### src/rtl/if_fetch_buf_pkg.sv
// Shared constants, ID-register source select and credit helper for the fetch front end.
package if_fetch_buf_pkg;

   localparam logic [31:0] InstNop    = 32'h0000_0000;
   localparam int unsigned StallIdBit = 1;

   // Source of the next IF/ID register contents
   typedef enum logic [2:0] {
      IdHold,
      IdFlush,
      IdPop,
      IdBypass,
      IdEmpty
   } id_sel_e;

   // Room for another request once buffered, in-flight and leaving entries are accounted for
   function automatic logic has_credit(input int unsigned count, input logic outstanding,
                                       input logic pop, input int unsigned depth);
      int unsigned occ;
      occ = count + 32'(outstanding) - 32'(pop);
      return occ < depth;
   endfunction

endpackage

### src/rtl/if_fetch_buf_fifo.sv
// Circular FIFO of {pc,inst} fetch entries; only the pointers and count are reset.
module if_fetch_buf_fifo #(
   parameter int unsigned Width = 64,
   parameter int unsigned Depth = 2
) (
   input  logic                       clk,
   input  logic                       rst,
   input  logic                       push,
   input  logic                       pop,
   input  logic                       clear,
   input  logic [Width-1:0]           wdata,
   output logic [Width-1:0]           rdata,
   output logic [$clog2(Depth):0]     count,
   output logic                       full,
   output logic                       empty
);

   localparam int unsigned PtrW = $clog2(Depth);
   localparam int unsigned CntW = PtrW + 1;

   logic [Width-1:0] mem_q [Depth];
   logic [PtrW-1:0]  wr_ptr_q;
   logic [PtrW-1:0]  rd_ptr_q;
   logic [CntW-1:0]  count_q;
   logic             push_ok;
   logic             pop_ok;

   always_comb begin
      empty   = (count_q == '0);
      full    = (count_q == CntW'(Depth));
      pop_ok  = pop & ~empty;
      // A full FIFO still takes a write when the head leaves in the same cycle
      push_ok = push & (~full | pop_ok);
      rdata   = mem_q[rd_ptr_q];
      count   = count_q;
   end

   always_ff @(posedge clk or posedge rst) begin
      if (rst) begin
         wr_ptr_q <= '0;
         rd_ptr_q <= '0;
         count_q  <= '0;
      end else if (clear) begin
         wr_ptr_q <= '0;
         rd_ptr_q <= '0;
         count_q  <= '0;
      end else begin
         if (push_ok) begin
            wr_ptr_q <= wr_ptr_q + PtrW'(1);
         end
         if (pop_ok) begin
            rd_ptr_q <= rd_ptr_q + PtrW'(1);
         end
         unique case ({push_ok, pop_ok})
            2'b10:   count_q <= count_q + CntW'(1);
            2'b01:   count_q <= count_q - CntW'(1);
            default: count_q <= count_q;
         endcase
      end
   end

   always_ff @(posedge clk) begin
      if (push_ok && !clear) begin
         mem_q[wr_ptr_q] <= wdata;
      end
   end

   a_no_overflow: assert property (@(posedge clk) disable iff (rst)
      !(push && full && !pop));
   a_no_underflow: assert property (@(posedge clk) disable iff (rst) !(pop && empty));

endmodule

### src/rtl/if_fetch_buf.sv
// Instruction-fetch front end: one memory request per PC, one outstanding response,
// a small fetch buffer and the IF/ID pipeline register.
module if_fetch_buf
   import if_fetch_buf_pkg::*;
#(
   parameter int unsigned ADDR_W  = 32,
   parameter int unsigned DATA_W  = 32,
   parameter int unsigned BUF_DEP = 2
) (
   input  logic              clk,
   input  logic              rst,
   input  logic [5:0]        stall,
   input  logic              flush,
   input  logic [ADDR_W-1:0] if_pc,
   output logic              mem_req,
   output logic [ADDR_W-1:0] mem_addr,
   input  logic              mem_gnt,
   input  logic              mem_rvalid,
   input  logic [DATA_W-1:0] mem_rdata,
   output logic [ADDR_W-1:0] id_pc,
   output logic [DATA_W-1:0] id_inst,
   output logic              id_valid,
   output logic              stallreq_if
);

   localparam int unsigned EntW = ADDR_W + DATA_W;
   localparam int unsigned CntW = $clog2(BUF_DEP) + 1;

   logic              outstanding_q, outstanding_d;
   logic              drop_q, drop_d;
   logic [ADDR_W-1:0] req_pc_q;
   logic [ADDR_W-1:0] id_pc_q;
   logic [DATA_W-1:0] id_inst_q;
   logic              id_valid_q;

   logic              resp;
   logic              resp_live;
   logic              id_open;
   logic              bypass;
   logic              credit_ok;
   logic              accept;
   id_sel_e           id_sel;

   logic              buf_push;
   logic              buf_pop;
   logic              buf_clear;
   logic [EntW-1:0]   buf_wdata;
   logic [EntW-1:0]   buf_rdata;
   logic [CntW-1:0]   buf_count;
   logic              buf_empty;
   logic              unused_buf_full;
   logic              unused_stall;

   assign unused_stall = ^{stall[5:2], stall[0]};

   if_fetch_buf_fifo #(
      .Width(EntW),
      .Depth(BUF_DEP)
   ) u_fifo (
      .clk  (clk),
      .rst  (rst),
      .push (buf_push),
      .pop  (buf_pop),
      .clear(buf_clear),
      .wdata(buf_wdata),
      .rdata(buf_rdata),
      .count(buf_count),
      .full (unused_buf_full),
      .empty(buf_empty)
   );

   always_comb begin
      resp      = mem_rvalid & outstanding_q;
      // A dropped or flushed response never reaches the buffer or ID
      resp_live = resp & ~drop_q & ~flush;
      id_open   = ~flush & ~stall[StallIdBit];
      buf_pop   = id_open & ~buf_empty;
      bypass    = id_open & buf_empty & resp_live;
      buf_push  = resp_live & ~bypass;
      buf_clear = flush;
      buf_wdata = {req_pc_q, mem_rdata};

      credit_ok   = has_credit(32'(buf_count), outstanding_q, buf_pop, BUF_DEP);
      mem_req     = ~rst & ~flush & credit_ok & (~outstanding_q | (mem_rvalid & ~drop_q));
      mem_addr    = if_pc;
      accept      = mem_req & mem_gnt;
      stallreq_if = ~accept;

      outstanding_d = outstanding_q;
      if (accept) begin
         outstanding_d = 1'b1;
      end else if (resp) begin
         outstanding_d = 1'b0;
      end

      drop_d = drop_q;
      if (flush) begin
         drop_d = outstanding_q & ~mem_rvalid;
      end else if (resp && drop_q) begin
         drop_d = 1'b0;
      end

      id_sel = IdHold;
      if (flush) begin
         id_sel = IdFlush;
      end else if (!stall[StallIdBit]) begin
         if (!buf_empty) begin
            id_sel = IdPop;
         end else if (bypass) begin
            id_sel = IdBypass;
         end else begin
            id_sel = IdEmpty;
         end
      end
   end

   always_ff @(posedge clk or posedge rst) begin
      if (rst) begin
         outstanding_q <= 1'b0;
         drop_q        <= 1'b0;
         req_pc_q      <= '0;
      end else begin
         outstanding_q <= outstanding_d;
         drop_q        <= drop_d;
         if (accept) begin
            req_pc_q <= if_pc;
         end
      end
   end

   always_ff @(posedge clk or posedge rst) begin
      if (rst) begin
         id_pc_q    <= '0;
         id_inst_q  <= DATA_W'(InstNop);
         id_valid_q <= 1'b0;
      end else begin
         unique case (id_sel)
            IdFlush: begin
               id_inst_q  <= DATA_W'(InstNop);
               id_valid_q <= 1'b0;
            end
            IdPop: begin
               id_pc_q    <= buf_rdata[EntW-1 -: ADDR_W];
               id_inst_q  <= buf_rdata[DATA_W-1:0];
               id_valid_q <= 1'b1;
            end
            IdBypass: begin
               id_pc_q    <= req_pc_q;
               id_inst_q  <= mem_rdata;
               id_valid_q <= 1'b1;
            end
            IdEmpty: begin
               id_valid_q <= 1'b0;
            end
            default: begin
               id_valid_q <= id_valid_q;
            end
         endcase
      end
   end

   assign id_pc    = id_pc_q;
   assign id_inst  = id_inst_q;
   assign id_valid = id_valid_q;

   a_rvalid_protocol: assert property (@(posedge clk) disable iff (rst)
      !(mem_rvalid && !outstanding_q));

endmodule

### config.mk
export PLATFORM = sky130hd
export DESIGN_NAME = if_fetch_buf
export DESIGN_NICKNAME = d
export VERILOG_FILES = /design/src/rtl/if_fetch_buf_pkg.sv /design/src/rtl/if_fetch_buf_fifo.sv /design/src/rtl/if_fetch_buf.sv
export SDC_FILE = /design/constraint.sdc
export NUM_CORES = 1
export LEC_CHECK = 0
export CORE_MARGIN = 5
export CORE_UTILIZATION = 30
export DETAILED_ROUTE_END_ITERATION = 16
export HOLD_SLACK_MARGIN = 0.05
export PLACE_DENSITY = 0.56
export SETUP_SLACK_MARGIN = 0.2
export SLEW_MARGIN = 20
export SYNTH_ARGS = -nofsm -noshare
export SYNTH_HDL_FRONTEND = slang
export SYNTH_SLANG_ARGS = --single-unit
export TNS_END_PERCENT = 100
### constraint.sdc
create_clock -name clk -period 7.6 [get_ports clk]
set_clock_uncertainty 0.1 [all_clocks]
set_input_delay 1.52 -clock clk [delete_from_list [all_inputs] [get_ports clk]]
set_output_delay 1.52 -clock clk [all_outputs]
set_load 0.02 [all_outputs]
==> flow_metrics.py, run 1 <==
metrics = {
    "status": {
        "status": "finished clean",
    },
    "die": {
        "die_area_mm2": 0.0354,
        "die_w_um": 188,
        "rows": 65,
        "initial_utilization": 0.303,
        "ios": 174,
        "chipHeight_um": 188,
        "coreArea_mm2": 0.0315,
    },
    "grt": {
        "antenna_found_initial": 1,
        "grt-ovfl-total": 0,
        "grt_pass1_wl_um": 33300,
        "grt_pass1_vias": 5806,
        "grt_use_total": 0.116,
        "grt_max_degree": 66,
    },
    "critical_path": {
        "startpoint_type": "input pin",
        "path_class": "input pin to output port",
        "cp_slowest_cell": "clkdlybuf4s50_1",
        "crit_top_cell": "clkdlybuf4s50_1",
        "arrival_ns": 4.72,
        "cp-end-kind": "output port",
        "worst_ep_required_time_ns": 5.98,
        "cp_cell_sequence": "clkdlybuf4s50_1 -> nor2_2 -> nand2_1 -> inv_1 -> ha_1 -> and2b_1 -> fa_1 -> a21oi_1 -> o21ai_1 -> a2111oi_0 -> clkdlybuf4s50_1",
        "critPathBufInv": 3,
        "crit_family": "buffers and inverters",
        "critPathMaxStageDelay_ns": 0.68,
        "critPathMaxFanout": 9,
    },
    "sta": {
        "fin_crit_sh": 0.834,
        "finalWorstSetupSlack_ns": 1.26,
        "worst_pin_slew_ns": 0.961,
        "grt_setup_unrepaired": "false",
        "drv_slew": 0,
        "max_freq_mhz": 158,
        "tns_ns": 0,
        "period_minus_slack_ns": 6.34,
        "setup_violations": 0,
        "hold_viol": 0,
        "relSlewSlack": 0.360,
    },
    "clock_network": {
        "clock_sinks": 231,
        "h-tree-depth": 1,
        "cts-hold-fix-buffers": 0,
        "numCtsBuffers": 27,
        "clkTransAtPathRegs_ns": 0.06,
        "cts_resized": 0,
        "clk_latency_ns": 0.52,
        "root_buffer": "clkbuf_16",
        "post_cts.repair.setup_buffers": 0,
        "cts.path.max_buffers": 3,
        "cts_tree": "built",
    },
    "drt": {
        "wl_met3_um": 1140,
        "initialDrtViolationCount": 297,
        "avgViaCountPerCell": 4.62,
        "drcViolationCount": 0,
        "wl_met2_um": 9500,
        "top_layer_used": "met5",
        "postRouteAntennaNets": 0,
        "avgRoutedWirePerCell_um": 17.7,
        "drt-met1-wl_um": 9690,
        "routed_wl_um": 20800,
        "dr.pass1.iters": 4,
        "vias": 5433,
    },
    "run": {
        "cap_violations": 0,
    },
    "layout": {
        "n_antenna_cell": 0,
        "drive_gt1_frac": 0.158,
        "fillers": 2962,
        "area_growth_pct": 27.5,
        "final_util": 0.386,
        "mostFrequentLayoutCell": "clkdlybuf4s50_1",
        "final_cell_mix": "clkdlybuf4s50_1, edfxtp_1, dfrtp_1",
        "fin_area_mm2": 0.0121,
        "num-nets-final": 832,
    },
    "synthesis": {
        "netlist_area_mm2": 0.00953,
        "syn_avg_cell_area_um2": 15.5,
        "synthesis.instances": 616,
        "syn_nets": 694,
        "synth.distinct_cells": 43,
        "ys_async_sr_fraction": 0.446,
        "yosysWarnings": 0,
        "synth_seq_area_share": 0.674,
        "synth_edf_count": 128,
        "ys_ff_latch": 231,
        "synthFlopType": "edfxtp_1",
    },
    "placement": {
        "placed_cell_area_mm2": 0.0113,
        "hpwl_um": 12100,
        "portBuffers": 168,
        "dp_slack_ns": 1.24,
        "place_congestion": 0.678,
    },
    "worst_hold_path": {
        "hold_class": "register to register",
    },
    "pwr": {
        "power_switching_share": 0.239,
        "leakage_nw": 4.53,
        "p_seq_frac": 0.479,
        "clkPwrFrac": 0.382,
        "internal_power_mw": 2.46,
        "ir_drop_v": 0.000156,
        "switchingPower_mw": 0.772,
        "powerDensity_mw_per_mm2": 266,
        "pwr-share-comb": 0.139,
    },
}
-- worst min-delay path, delay by kind of cell, from the launching register on --
family	cells	cell delay, ns
compound gates	1	0.06
flops	1	0.34
simple gates	1	0.05
-- per-layer routing --
| layer | global-route usage | vias up |
|---|---|---|
| li1 | - | 2531 |
| met1 | 0.157 | 2712 |
| met2 | 0.190 | 155 |
| met3 | 0.0276 | 33 |
| met4 | 0.0263 | 2 |
| met5 | 0 | - |
-- cell families (layout without fill, tap and decap cells) --
logic type,after synthesis,count (layout),synth area share
flip-flops,231,231,0.674
multiplexers,128,128,0.154
AND/OR/NAND/NOR,92,92,0.0435
AO/OA/AOI/OAI,84,84,0.0649
buffers and inverters,77,235,0.0583
adder cells (fa/ha/maj),3,3,0.00473
XOR/XNOR,1,1,0.000919
-- per-stage QoR --
| stage | hold slack [ns] | total power [mW] | instances |
|---|---|---|---|
| 3_3_place_gp | 0.365 | 2.02 | 1127 |
| 4_1_cts | 0.389 | 3.29 | 1176 |
| 5_1_grt | 0.411 | 3.39 | 1176 |
| 6_report | 0.384 | 3.23 | 1176 |
| 2_1_floorplan | 0.358 | 1.81 | 616 |
| 3_5_place_dp | 0.376 | 2.03 | 1127 |
-- cell type report --
| class | count | area [um^2] | share of cell area |
|---|---|---|---|
| Tap cell | 402 | 503 | 0.0414 |
| Sequential cell | 231 | 6420 | 0.529 |
| Clock inverter | 4 | 45.0 | 0.00371 |
| Multi-Input combinational cell | 308 | 2570 | 0.212 |
| Timing Repair Buffer | 178 | 1760 | 0.145 |
| Clock buffer | 45 | 815 | 0.0670 |
| Inverter | 8 | 32.5 | 0.00268 |
-- sequential cells by signal (all words and copies together), names as in the netlist, 2 cells and up --
name,count
id_inst,32
u_fifo.count,2
req_pc_q,32
id_pc,32
u_fifo.mem_q,128
-- final timing paths --
kind	depth (start not counted)	end	slack, ns	startpoint
worst max-delay path	11	mem_req	1.26	stall[1]
worst min-delay path	2	id_pc[6]$_DFFE_PP0P_	0.38	id_pc[6]$_DFFE_PP0P_
worst max register to register	11	req_pc_q[28]$_DFFE_PP0P_	4.17	u_fifo.count[0]$_DFFE_PP0P_
worst min register to register	2	id_pc[6]$_DFFE_PP0P_	0.38	id_pc[6]$_DFFE_PP0P_
max in group asynchronous	3	u_fifo.rd_ptr_q$_DFFE_PP0P_	4.68	rst
min in group asynchronous	2	req_pc_q[6]$_DFFE_PP0P_	1.39	rst
-- cells in the mapped netlist, types with 2 or more instances --
cell type | count | area (um^2)
a2111oi_0 | 2 | 17.5
a21oi_1 | 4 | 20.0
a221o_1 | 32 | 320
buf_12 | 3 | 60.1
buf_2 | 14 | 70.1
buf_4 | 35 | 263
buf_6 | 9 | 101
clkbuf_1 | 7 | 26.3
dfrtp_1 | 103 | 2580
edfxtp_1 | 128 | 3840
ha_1 | 2 | 25.0
inv_1 | 8 | 30.0
mux2_2 | 36 | 405
mux2_4 | 28 | 420
mux2i_1 | 64 | 641
nand2_1 | 39 | 146
nor2_1 | 36 | 135
nor2b_1 | 2 | 12.5
nor3_1 | 3 | 15.0
o21ai_0 | 9 | 45.0
o21ai_1 | 29 | 145
or3_1 | 2 | 12.5
-- power by group through the flow --
| stage | combinational [mW] | clock, mW | sequential (mW) |
|---|---|---|---|
| floorplan | 0.198 | 0 | 1.61 |
| global placement | 0.452 | 0 | 1.57 |
| detailed placement | 0.456 | 0 | 1.57 |
| CTS | 0.458 | 1.28 | 1.55 |
| global route | 0.486 | 1.33 | 1.57 |
| finish | 0.450 | 1.23 | 1.55 |
Power figures use the tool's default switching activity.
==> run 2, diff against run 1 <==
Clock period 7.6 ns to 6.1 ns, I/O delays scaled along.
==> run 2 against run 1 <==
Combinational power is 25% higher. Routed wire length is 2.2% higher. Cell count hardly changed. Count of clock-buffer cells in the layout is 8 lower. Worst setup slack worse by 0.70 ns. Critical path depth stayed put. First-iteration DRC count is 22% lower. Design area is 0.56% higher. Via count is 0.52% higher. Worst hold slack better by 0.0020 ns. Non-clock buffer count is 2 higher. Clock power is 28% higher.
==> flow_metrics.py, run 2 (synthesized netlist as in run 1, its figures left out) <==
metrics = {
    "layout": {
        "n_antenna_cell": 0,
        "num-nets-final": 833,
        "fillers": 2942,
        "top_register": "u_fifo.mem_q",
        "mostFrequentLayoutCell": "clkdlybuf4s50_1",
        "largest_reg_flops": 128,
        "final_cell_mix": "clkdlybuf4s50_1, edfxtp_1, dfrtp_1",
        "drive_gt1_frac": 0.161,
        "area_growth_pct": 28.2,
    },
    "critical_path": {
        "arrival_ns": 4.22,
        "critPathBufInv": 3,
        "cp_cell_sequence": "clkdlybuf4s50_1 -> nor2_2 -> nand2_1 -> inv_1 -> ha_1 -> and2b_1 -> fa_1 -> a21oi_1 -> o21ai_1 -> a2111oi_0 -> clkdlybuf4s50_1",
        "startpoint_type": "input pin",
        "crit_top_cell": "clkdlybuf4s50_1",
        "r2r_cells": 11,
        "critPathMaxFanout": 3,
        "cp.depth": 11,
        "critPathMaxStageDelay_ns": 0.69,
        "path_class": "input pin to output port",
        "cp_slowest_cell": "clkdlybuf4s50_1",
        "worst_ep_required_time_ns": 4.78,
        "crit_family": "buffers and inverters",
        "cp-end-kind": "output port",
    },
    "clock_network": {
        "cts_resized": 0,
        "cts_tree": "built",
        "clkTransAtPathRegs_ns": 0.06,
        "post_cts.repair.setup_buffers": 0,
        "cts.path.max_buffers": 3,
        "numCtsBuffers": 26,
        "clk_latency_ns": 0.52,
        "h-tree-depth": 1,
        "root_buffer": "clkbuf_16",
        "clock_sinks": 231,
        "cts-hold-fix-buffers": 0,
    },
    "grt": {
        "grt_max_degree": 66,
        "grt-ovfl-total": 0,
        "grt_pass1_vias": 5736,
        "grt_pass1_wl_um": 33700,
        "grt_use_total": 0.119,
        "antenna_found_initial": 1,
    },
    "die": {
        "die_w_um": 188,
        "ios": 174,
        "rows": 65,
        "initial_utilization": 0.303,
        "coreArea_mm2": 0.0315,
        "die_area_mm2": 0.0354,
        "chipHeight_um": 188,
    },
    "placement": {
        "hpwl_um": 12800,
        "place_congestion": 0.716,
        "portBuffers": 168,
    },
    "sta": {
        "grt_setup_unrepaired": "false",
        "drv_slew": 0,
        "period_minus_slack_ns": 5.54,
        "tns_ns": 0,
        "setup_violations": 0,
        "max_freq_mhz": 181,
        "hold_viol": 0,
        "fin_crit_sh": 0.908,
        "worst_pin_slew_ns": 0.926,
        "relSlewSlack": 0.381,
    },
    "pwr": {
        "leakage_nw": 4.56,
        "p_seq_frac": 0.474,
        "p_total_mw": 4.07,
        "power_switching_share": 0.238,
        "clkPwrFrac": 0.389,
        "ir_drop_v": 0.000168,
        "pwr-share-comb": 0.138,
        "internal_power_mw": 3.10,
        "switchingPower_mw": 0.970,
        "powerDensity_mw_per_mm2": 333,
    },
    "drt": {
        "top_layer_used": "met5",
        "vias": 5461,
        "wl_met3_um": 1240,
        "drcViolationCount": 0,
        "initialDrtViolationCount": 231,
        "drt-met1-wl_um": 9990,
        "avgViaCountPerCell": 4.64,
        "wl_met2_um": 9600,
        "avgRoutedWirePerCell_um": 18.0,
        "dr.pass1.iters": 4,
        "routed_wl_um": 21200,
        "postRouteAntennaNets": 0,
    },
    "status": {
        "status": "finished clean",
    },
    "worst_hold_path": {
        "hold_class": "register to register",
        "hold_depth": 2,
    },
    "run": {
        "cap_violations": 0,
    },
}
-- run 2: cell types whose count changed in the layout (fill, tap and decap cells not counted), sizes merged --
cell and delta:
bufinv +2, clkinv +4, clkinvlp +1, clkbuf -8, buf +2
-- run 2: worst register-to-register path: cells and delay by family, from the launching register on --
family,cells,cell delay (ns)
buffers and inverters,2,0.61
adders and majority gates,2,0.78
and+or+nand+nor,3,0.59
DFF,1,0.47
muxes,1,0.42
AOI/OAI and AO/OA,3,0.34
-- run 2: metrics by stage --
step	hold WS [ns]	setup WS (ns)	area [um^2]	cells	utilization
after floorplan	0.358	0.457	9530	616	-
after global placement	0.370	0.515	11300	1129	0.360
after detailed placement	0.377	0.509	11300	1129	0.360
after CTS	0.392	0.499	12200	1177	0.388
after global routing	0.402	0.350	12200	1177	0.388
final	0.386	0.561	12200	1177	0.388
-- run 2: path summary, 6_finish.rpt --
| check | start | end | slack, ns |
|---|---|---|---|
| hold reg to reg | id_pc[2]$_DFFE_PP0P_ | id_pc[2]$_DFFE_PP0P_ | 0.39 |
| max in group asynchronous | rst | u_fifo.rd_ptr_q$_DFFE_PP0P_ | 3.81 |
| setup reg to reg | u_fifo.count[0]$_DFFE_PP0P_ | req_pc_q[28]$_DFFE_PP0P_ | 2.67 |
| hold / removal | id_pc[2]$_DFFE_PP0P_ | id_pc[2]$_DFFE_PP0P_ | 0.39 |
| setup / recovery | stall[1] | mem_req | 0.56 |
| min in group asynchronous | rst | id_inst[0]$_DFFE_PP0P_ | 1.14 |
-- run 2: cell type report --
cell class | count | area [um^2] | share of cell area
clock buffer | 37 | 753 | 0.0617
clock inverter | 11 | 128 | 0.0104
inverter | 8 | 32.5 | 0.00266
multi-input combinational | 308 | 2580 | 0.211
sequential | 231 | 6420 | 0.526
tap | 402 | 503 | 0.0412
timing repair buffer | 180 | 1800 | 0.147
-- run 2: power by group through the flow --
stage / clock, mW / combinational, mW / sequential (mW)
3_5_place_dp: 0 / 0.571 / 1.96
5_1_grt: 1.70 / 0.608 / 1.95
6_report: 1.58 / 0.562 / 1.93
2_1_floorplan: 0 / 0.247 / 2.01
4_1_cts: 1.63 / 0.574 / 1.93
3_3_place_gp: 0 / 0.567 / 1.95
-- run 2: layer usage --
layer  vias up  track usage
li1       2545            -
met1      2731        0.162
met2       150        0.192
met3        33       0.0287
met4         2       0.0268
met5         -            0
==> run 3, diff against run 2 <==
Settings changed: CORE_UTILIZATION 30 to 40, MAX_ROUTING_LAYER set to met4, PLACE_DENSITY 0.56 to 0.69.
==> run 3 against run 2 <==
Die area is 24% lower. Count of clock-buffer cells in the layout is 2 lower. Worst hold slack got worse by 0.0055 ns. Design area decreased by 1.7%. Combinational power hardly changed. Utilization grew 12 points. Routed wire length down 9.9%. First-iteration DRC count is 25% higher. Highest routed layer is now met4. Largest power group unchanged. Via count is 0.95% lower. Sequential power is essentially flat.
==> flow_metrics.py, run 3 (synthesized netlist as in run 1, its figures left out) <==
metrics = {
    "clock_network": {
        "numCtsBuffers": 25,
        "clkTransAtPathRegs_ns": 0.05,
        "clk_latency_ns": 0.50,
        "cts.path.max_buffers": 3,
        "cts_tree": "built",
        "clock_sinks": 231,
        "h-tree-depth": 1,
        "root_buffer": "clkbuf_16",
    },
    "run": {
        "cap_violations": 0,
    },
    "critical_path": {
        "path_class": "input pin to output port",
        "crit_start": "stall[1]",
        "critPathMaxFanout": 3,
        "startpoint_type": "input pin",
        "cp-end-kind": "output port",
        "worst_ep_required_time_ns": 4.78,
        "arrival_ns": 4.33,
        "ff2ff_setup_slack_ns": 2.64,
        "r2r-start": "u_fifo.count[0]$_DFFE_PP0P_",
        "r2r_cells": 11,
        "timing.rr.end": "req_pc_q[28]$_DFFE_PP0P_",
    },
    "sta": {
        "worst_pin_slew_ns": 1.03,
        "fin_crit_sh": 0.926,
        "period_minus_slack_ns": 5.65,
        "drv_slew": 0,
        "setup_violations": 0,
        "hold_viol": 0,
        "grt_setup_unrepaired": "false",
        "relSlewSlack": 0.315,
        "max_freq_mhz": 177,
        "tns_ns": 0,
    },
    "drt": {
        "initialDrtViolationCount": 289,
        "avgRoutedWirePerCell_um": 17.5,
        "routed_wl_um": 19100,
        "avgViaCountPerCell": 4.96,
        "postRouteAntennaNets": 0,
        "dr.pass1.iters": 4,
        "drcViolationCount": 0,
        "vias": 5409,
    },
    "pwr": {
        "leakage_nw": 4.51,
        "clkPwrFrac": 0.367,
        "power_switching_share": 0.238,
        "powerDensity_mw_per_mm2": 327,
        "ir_drop_v": 0.000201,
        "pwr-share-comb": 0.143,
        "internal_power_mw": 3.00,
        "p_seq_frac": 0.491,
        "switchingPower_mw": 0.934,
    },
    "worst_hold_path": {
        "hp-start": "id_pc[6]$_DFFE_PP0P_",
        "holdPathEnd": "id_pc[6]$_DFFE_PP0P_",
        "hold_class": "register to register",
        "hold_depth": 2,
    },
    "layout": {
        "area_growth_pct": 26.0,
        "mostFrequentLayoutCell": "clkdlybuf4s50_1",
        "num-nets-final": 831,
        "final_cell_mix": "clkdlybuf4s50_1, edfxtp_1, dfrtp_1",
        "n_antenna_cell": 0,
        "drive_gt1_frac": 0.158,
        "largest_reg_flops": 128,
        "top_register": "u_fifo.mem_q",
        "final_util": 0.512,
    },
    "die": {
        "die_area_mm2": 0.0270,
        "die_w_um": 164,
        "initial_utilization": 0.406,
        "rows": 56,
        "ios": 174,
        "coreArea_mm2": 0.0235,
        "chipHeight_um": 164,
    },
    "grt": {
        "grt_max_degree": 72,
        "antenna_found_initial": 0,
        "grt_use_total": 0.145,
        "grt_pass1_wl_um": 30600,
        "grt-ovfl-total": 0,
        "grt_pass1_vias": 5678,
    },
    "placement": {
        "hpwl_um": 11400,
        "portBuffers": 168,
        "place_congestion": 0.730,
    },
    "status": {
        "status": "finished clean",
    },
}
## run 3: changes by cell type in the layout (fill, tap and decap cells not counted), sizes merged
| cell | delta |
|---|---|
| clkbuf | -2 |
| bufinv | -1 |
| buf | -1 |
## run 3: power groups by stage
stage	registers, mW	logic, mW	clock network (mW)
after floorplan	2.01	0.247	0
after CTS	1.93	0.571	1.49
after global routing	1.95	0.607	1.56
after detailed placement	1.96	0.567	0
after global placement	1.95	0.560	0
final	1.93	0.560	1.44
## run 3: area by class of cell
class	instances	area (um^2)
clock buffers	35	693
clock inverters	10	100
fillers	1943	11500
inverters	8	32.5
multi-input cells	308	2580
flip-flops and latches	231	6420
well taps	319	399
repair buffers	179	1780
## run 3: per-layer routing
metal  global-route usage  vias up  wire, um
li1                     -     2538         -
met3               0.0404       28      1470
met5                    -        -         0
met4               0.0282        0       242
met2                0.231      160      8920
met1                0.188     2683      8470
## run 3: worst max path at each step
stage / slack (ns) / end / cells past startpoint
after floorplan: 0.46 / mem_req / 11
after global placement: 0.62 / mem_req / 11
after detailed placement: 0.45 / mem_req / 11
after CTS: 0.45 / mem_req / 11
after global routing: 0.24 / mem_req / 11
final: 0.45 / mem_req / 11
## run 3: timing repair
action                                  4_1_cts  5_1_grt
setup buffers                                 0        0
hold buffers                                  0        0
resized for setup                             0        1
endpoints found under the setup margin        0        1
## run 3: worst max-delay path: stages
cell	delay, ns
clkdlybuf4s50_1	0.43
nor2_2	0.19
nand2_1	0.10
inv_1	0.08
ha_1	0.22
and2b_1	0.25
fa_1	0.43
a21oi_1	0.11
o21ai_1	0.10
a2111oi_1	0.49
clkdlybuf4s50_1	0.70
## run 3: per-stage QoR
step	hold WS, ns	setup slack, ns	cells	power, mW	instance area (um^2)
3_3_place_gp	0.367	0.624	1045	2.51	11200
3_5_place_dp	0.375	0.454	1045	2.52	11200
2_1_floorplan	0.358	0.457	616	2.26	9530
6_report	0.381	0.452	1090	3.93	12000
4_1_cts	0.389	0.454	1090	3.98	12000
5_1_grt	0.413	0.243	1090	4.11	12000
